[src/rtl/booth_r8_controller.sv]
// Sequencer for a radix-8 Booth multiplier datapath: load, precompute 3M, one digit per
// cycle of accumulate+shift, then a one-cycle Done pulse.
module booth_r8_controller #(
    parameter  int WIDTH = 12,
    localparam int NDIG  = (WIDTH + 2) / 3,
    localparam int CNT_W = $clog2(NDIG) + 1
) (
    input  logic             i_clk,
    input  logic             i_rst_n,
    input  logic             i_start,
    input  logic [3:0]       i_digit,
    output logic             o_load,
    output logic             o_calc3m,
    output logic             o_acc_en,
    output logic             o_shift,
    output logic [2:0]       o_sel,
    output logic             o_neg,
    output logic             o_busy,
    output logic             o_done,
    output logic [2:0]       o_state,
    output logic [CNT_W-1:0] o_count
);

    typedef enum logic [2:0] {
        S_IDLE  = 3'b000,
        S_LOAD  = 3'b001,
        S_PRE3M = 3'b010,
        S_STEP  = 3'b011,
        S_DONE  = 3'b100
    } state_t;

    localparam logic [CNT_W-1:0] LAST_DIG = CNT_W'(NDIG - 1);

    state_t           r_state;
    logic [CNT_W-1:0] r_count;
    logic             w_step;
    logic [2:0]       w_sel;
    logic             w_neg;

    always_ff @(posedge i_clk or negedge i_rst_n) begin
        if (!i_rst_n) begin
            r_state <= S_IDLE;
            r_count <= '0;
        end else begin
            case (r_state)
                S_IDLE:  if (i_start) r_state <= S_LOAD;
                S_LOAD:  r_state <= S_PRE3M;
                S_PRE3M: begin
                    r_state <= S_STEP;
                    r_count <= '0;
                end
                S_STEP: begin
                    if (r_count < LAST_DIG) r_count <= r_count + CNT_W'(1);
                    else                    r_state <= S_DONE;
                end
                S_DONE:  r_state <= i_start ? S_LOAD : S_IDLE;
                default: r_state <= S_IDLE;
            endcase
        end
    end

    assign w_step = (r_state == S_STEP);

    // Booth digit value = -4*d3 + 2*d2 + d1 + d0, split into magnitude and sign
    always_comb begin
        w_sel = 3'd0;
        w_neg = 1'b0;
        case (i_digit)
            4'b0001, 4'b0010: w_sel = 3'd1;
            4'b0011, 4'b0100: w_sel = 3'd2;
            4'b0101, 4'b0110: w_sel = 3'd3;
            4'b0111:          w_sel = 3'd4;
            4'b1000:          begin w_sel = 3'd4; w_neg = 1'b1; end
            4'b1001, 4'b1010: begin w_sel = 3'd3; w_neg = 1'b1; end
            4'b1011, 4'b1100: begin w_sel = 3'd2; w_neg = 1'b1; end
            4'b1101, 4'b1110: begin w_sel = 3'd1; w_neg = 1'b1; end
            default:          begin w_sel = 3'd0; w_neg = 1'b0; end
        endcase
    end

    assign o_sel    = w_step ? w_sel : 3'd0;
    assign o_neg    = w_step & w_neg;
    assign o_load   = (r_state == S_LOAD);
    assign o_calc3m = (r_state == S_PRE3M);
    assign o_acc_en = w_step;
    assign o_shift  = w_step;
    assign o_done   = (r_state == S_DONE);
    assign o_busy   = o_load | o_calc3m | w_step;
    assign o_state  = r_state;
    assign o_count  = r_count;

endmodule

[config.mk]
export PLATFORM = sky130hd
export DESIGN_NAME = booth_r8_controller
export DESIGN_NICKNAME = d
export VERILOG_FILES = /design/src/rtl/booth_r8_controller.sv
export SDC_FILE = /design/constraint.sdc
export NUM_CORES = 1
export LEC_CHECK = 0
export ABC_AREA = 1
export BUFFER_PORTS_ARGS = -buffer_cell sky130_fd_sc_hd__buf_2
export CAP_MARGIN = 20
export CORE_AREA = 2 2 39 41
export CTS_CLUSTER_SIZE = 24
export DETAILED_ROUTE_END_ITERATION = 10
export DIE_AREA = 0 0 41 43
export HOLD_SLACK_MARGIN = 0.08
export PLACE_DENSITY = 0.67
export SYNTH_ARGS = -nofsm -noshare
export SYNTH_HDL_FRONTEND = slang
export SYNTH_SLANG_ARGS = --single-unit
export TNS_END_PERCENT = 20
[constraint.sdc]
create_clock -name i_clk -period 1.1 [get_ports i_clk]
set_input_delay 0.22 -clock i_clk [delete_from_list [all_inputs] [get_ports i_clk]]
set_output_delay 0.22 -clock i_clk [all_outputs]
set_load 0.005 [all_outputs]
After elaboration in Yosys (flattened, before gate mapping):

Cells that the tools add are included.

* output and inout port bits: 16
* flip-flop bits (word level): 6
* input port bits: 7
* word-level logic and storage cells: 46

* multiplexer cells: 9
* magnitude comparators: 1
* equal/unequal tests: 21
* bitwise operators: 3
* $add $sub $neg: 1
* reduce and logical (&&, ||, !) cells: 9

Operators with widths (number)
* $eq 4x4->1 const B: 7
* $eq 4x3->1 const B: 4
* $pmux 3 s5: 1
* $mux 3: 4
* $pmux 3 s4: 1
* $reduce_or 4->1: 3
* $eq 4x2->1 const B: 2
* $reduce_or 7->1: 1
* $eq 3x2->1 const B: 2
* $pmux 3 s2: 1
* $eq 4x1->1 const B: 1
* $ne 2x2->1 const B: 2
* $reduce_and 2->1: 2
* $add 3x1->3 const B: 1
* $eq 3x1->1 const B: 1
* $eq 3x3->1 const B: 1
* $logic_not 3->1: 1
* $lt 3x2->1 const B: 1
* $mux 1: 2
* $ne 2x1->1 const B: 1
* $or 1x1->1: 2
* $reduce_bool 2->1: 1
* $reduce_or 2->1: 1
* $and 1x1->1: 1

Longest topological paths before layout:

* word-level depth: 4
* gate-level depth with buffers: 6
* gate-level depth less buffers: 6

Least setup slack after synthesis:

OpenSTA, ideal clock, no wires.

* path kind: register to output
* start: reg r_state[1] (netlist: o_state[1])
* end: out o_neg
* path buffers: 0
* setup slack: -46 ps
* arrival: 926 ps
* cell stages (with the launch flop): 5
* required time: 880 ps
* path through: dfrtp_1 > nand2_2 > nor2_4 > inv_2 > nor3_1

* longest elaborated chain between the ends: 2

RTL lines
* start, declared: RTL line 34 `state_t r_state;`
* start signal, assigned: RTL line 56 `S_DONE: r_state <= i_start ? S_LOAD : S_IDLE;`
* $eq 3x2->1: RTL line 62 `assign w_step = (r_state == S_STEP);`
* net o_acc_en: RTL line 14 `output logic o_acc_en,`
* $and 1x1->1: RTL line 82 `assign o_neg = w_step & w_neg;`
* end, declared: RTL line 17 `output logic o_neg,`

The timed path passes the listed nets, and every way through them passes these cells.

Worst setup path in the final report:

* start: reg r_state[0] (netlist: o_state[0])
* end: out o_neg

* longest elaborated chain between the ends: 2

RTL lines (RTL line)
* $eq 3x2->1: 62
* $and 1x1->1: 82

No other way between the ends.

==> flow_metrics.py <==
metrics = {
    "yosys": {
        "yosys_warnings": 0,
        "avgSynthCellArea_sq_um": 6.69,
        "yosysUniqueCellTypes": 15,
        "synthesis.nets": 69,
        "syn_inst": 61,
        "synth_area_sq_um": 408,
        "synth_seq_cells": 6,
        "synth-seq-area-share_pct": 36.8,
    },
    "cts": {
        "cts_tree": "built",
        "cts_buffers": 3,
        "htree_levels": 1,
        "clockRootBuffer": "clkbuf_4",
        "clk_latency_ps": 250,
        "cts.clk_slew.worst_paths_ps": 50,
        "ctsLongestPathBuffers": 2,
        "clock_sinks": 6,
    },
    "detailed_routing": {
        "finalWirelength_um": 1060,
        "wl_per_cell_um": 9.55,
        "drc": 0,
        "dr.pass1.iters": 1,
        "drt_iter0_markers": 0,
        "via_per_inst": 4.46,
        "vias": 495,
        "ant_nets": 0,
    },
    "finish": {
        "final_cell_mix": "buf_2 (21), nand2_1 (15), inv_1 (8), nor2_1 (8), buf_4 (8)",
        "post-route-cell-area_sq_um": 671,
        "post-route-util_pct": 48.5,
        "drive_gt1_share_pct": 49.5,
        "final_cell_count_no_fill": 111,
        "fillerInstances": 151,
        "final_common_cell": "buf_2",
        "area_growth_pct": 64.4,
        "fin_nets": 105,
        "diodes": 0,
    },
    "worst_setup_path": {
        "worstSetupStartpointType": "flip-flop",
        "path_class": "flip-flop to output port",
        "crit_start": "o_state[0]$_DFFE_PN0P_",
        "worst_setup_path_end_kind": "output port",
        "r2r-start": "o_state[0]$_DFFE_PN0P_",
        "arrival_ps": 1180,
        "critPathRequiredTime_ps": 880,
        "r2r_end": "o_count[1]$_DFFE_PN0P_",
        "endpoint": "o_neg",
        "worst-path-max-fanout": 4,
        "rrSetupSlack_ps": -90,
        "r2r_cells": 8,
    },
    "global_routing": {
        "grt_pass1_vias": 430,
        "antenna_found_initial": 0,
        "grt_max_degree": 8,
        "track_usage_pct": 14.0,
        "grt_pass1_wl_um": 1660,
        "grt_overflow_total": 0,
    },
    "pwr": {
        "vdd_ir_drop_max_mv": 0.949,
        "total_power_mw": 1.70,
        "p_per_area_mw_per_mm2": 2530,
        "p_leak_nw": 0.402,
    },
    "timing": {
        "finalHoldViolCount": 0,
        "whs_ps": 277,
        "tns_ps": -2560,
        "skew_ps": 7.37,
        "rsz0062_at_grt": "true",
        "worst_slack_ps": -299,
        "maxSlewViolCount": 0,
        "slew_headroom_pct": 80.5,
        "period_minus_slack_ps": 1400,
        "fmax_ghz": 0.715,
        "finalSetupViolCount": 14,
        "tightest_slew_ps": 293,
        "finalCritPeriodShare_pct": 127,
    },
    "place": {
        "dpl.hpwl_um": 870,
        "io_buffer_count": 22,
        "gp_congestion": 0.682,
        "post-place-ws_ps": -52.8,
        "dp_cells": 105,
        "dpl_cell_area_sq_um": 594,
    },
    "run_status": {
        "violations": "negative setup slack",
        "status": "finished, violations left",
    },
    "worst_hold_path": {
        "min_from": "i_start",
        "hp-class": "input pin to flip-flop",
    },
    "floorplan": {
        "io_pins": 23,
        "die_w_um": 41,
        "start_util_pct": 29.5,
        "fp.dieH_um": 43,
        "core_sq_mm": 0.00138,
        "fp.dieArea_sq_mm": 0.00176,
        "num_rows": 14,
    },
    "job": {
        "maxCapViolCount": 0,
    },
}
## routing by layer
layer / wire [um] / part of all wire [%] / vias to the layer above / GRT usage, %
li1: - / - / 257 / -
met2: 473 / 45 / 23 / 21.3
met4: 28 / 2.6 / 0 / 10.0
met3: 104 / 9.8 / 3 / 3.66
met1: 454 / 43 / 212 / 16.1
met5: 0 / 0 / - / 0
## worst max-delay path, cell delays in order, from the launching register on
cell	delay, ps
dfrtp_1	400
nand2_2	80
nor2_4	130
inv_2	80
nor3_2	110
buf_2	130
## synthesized netlist by cell type (all sizes together)
library cell  instances  area [sq um]
nand3                 6          30.0
o21ai                 1          5.00
nor3                  2          10.0
inv                   9          33.8
nand2                18          80.1
ha                    1          12.5
nand3b                1          7.51
nor2                 13          56.3
a21oi                 3          15.0
buf                   1          7.51
dfrtp                 6           150
## cell families after synthesis
group	synth area share, %
adder cells (fa/ha/maj)	3.07
buffers and inverters	10.1
AO/OA/AOI/OAI	4.91
flip-flops	36.8
AND/OR/NAND/NOR	45.1
## registers in the layout, summed over array words and instances (netlist names)
signal,cells
o_count,3
o_state,3
## final cells by class
type	instances	area, sq um	share of cell area [%]
clock buffers	3	22.5	3.36
inverters	9	33.8	5.04
multi-input cells	45	245	36.6
flip-flops and latches	6	151	22.6
well taps	16	20.0	2.99
repair buffers	32	198	29.5
## worst min-delay path by stage
stage	to	slack [ps]	depth (start not counted)
finish	o_state[0]$_DFFE_PN0P_	280	3
global route	o_state[0]$_DFFE_PN0P_	290	3
CTS	o_state[0]$_DFFE_PN0P_	280	3
detailed placement	o_state[0]$_DFFE_PN0P_	50	1
global placement	o_state[0]$_DFFE_PN0P_	50	1
floorplan	o_count[0]$_DFFE_PN0P_	-80	0
## repair_timing
action	in CTS	in global routing
hold endpoints to repair	6	0
hold buffers	1	0
resized for setup	7	1
buffers inserted	1	1
pin swaps	2	1
setup endpoints to repair	16	15
gates cloned	0	0
## power breakdown
part | switching (mW) | internal (mW) | leakage, nW | total, mW
clock network | 0.0819 | 0.124 | 0.0138 | 0.205
logic | 0.550 | 0.541 | 0.312 | 1.09
registers | 0.0920 | 0.307 | 0.0760 | 0.399
total | 0.724 | 0.972 | 0.402 | 1.70
(Power assumes the default switching activity.)
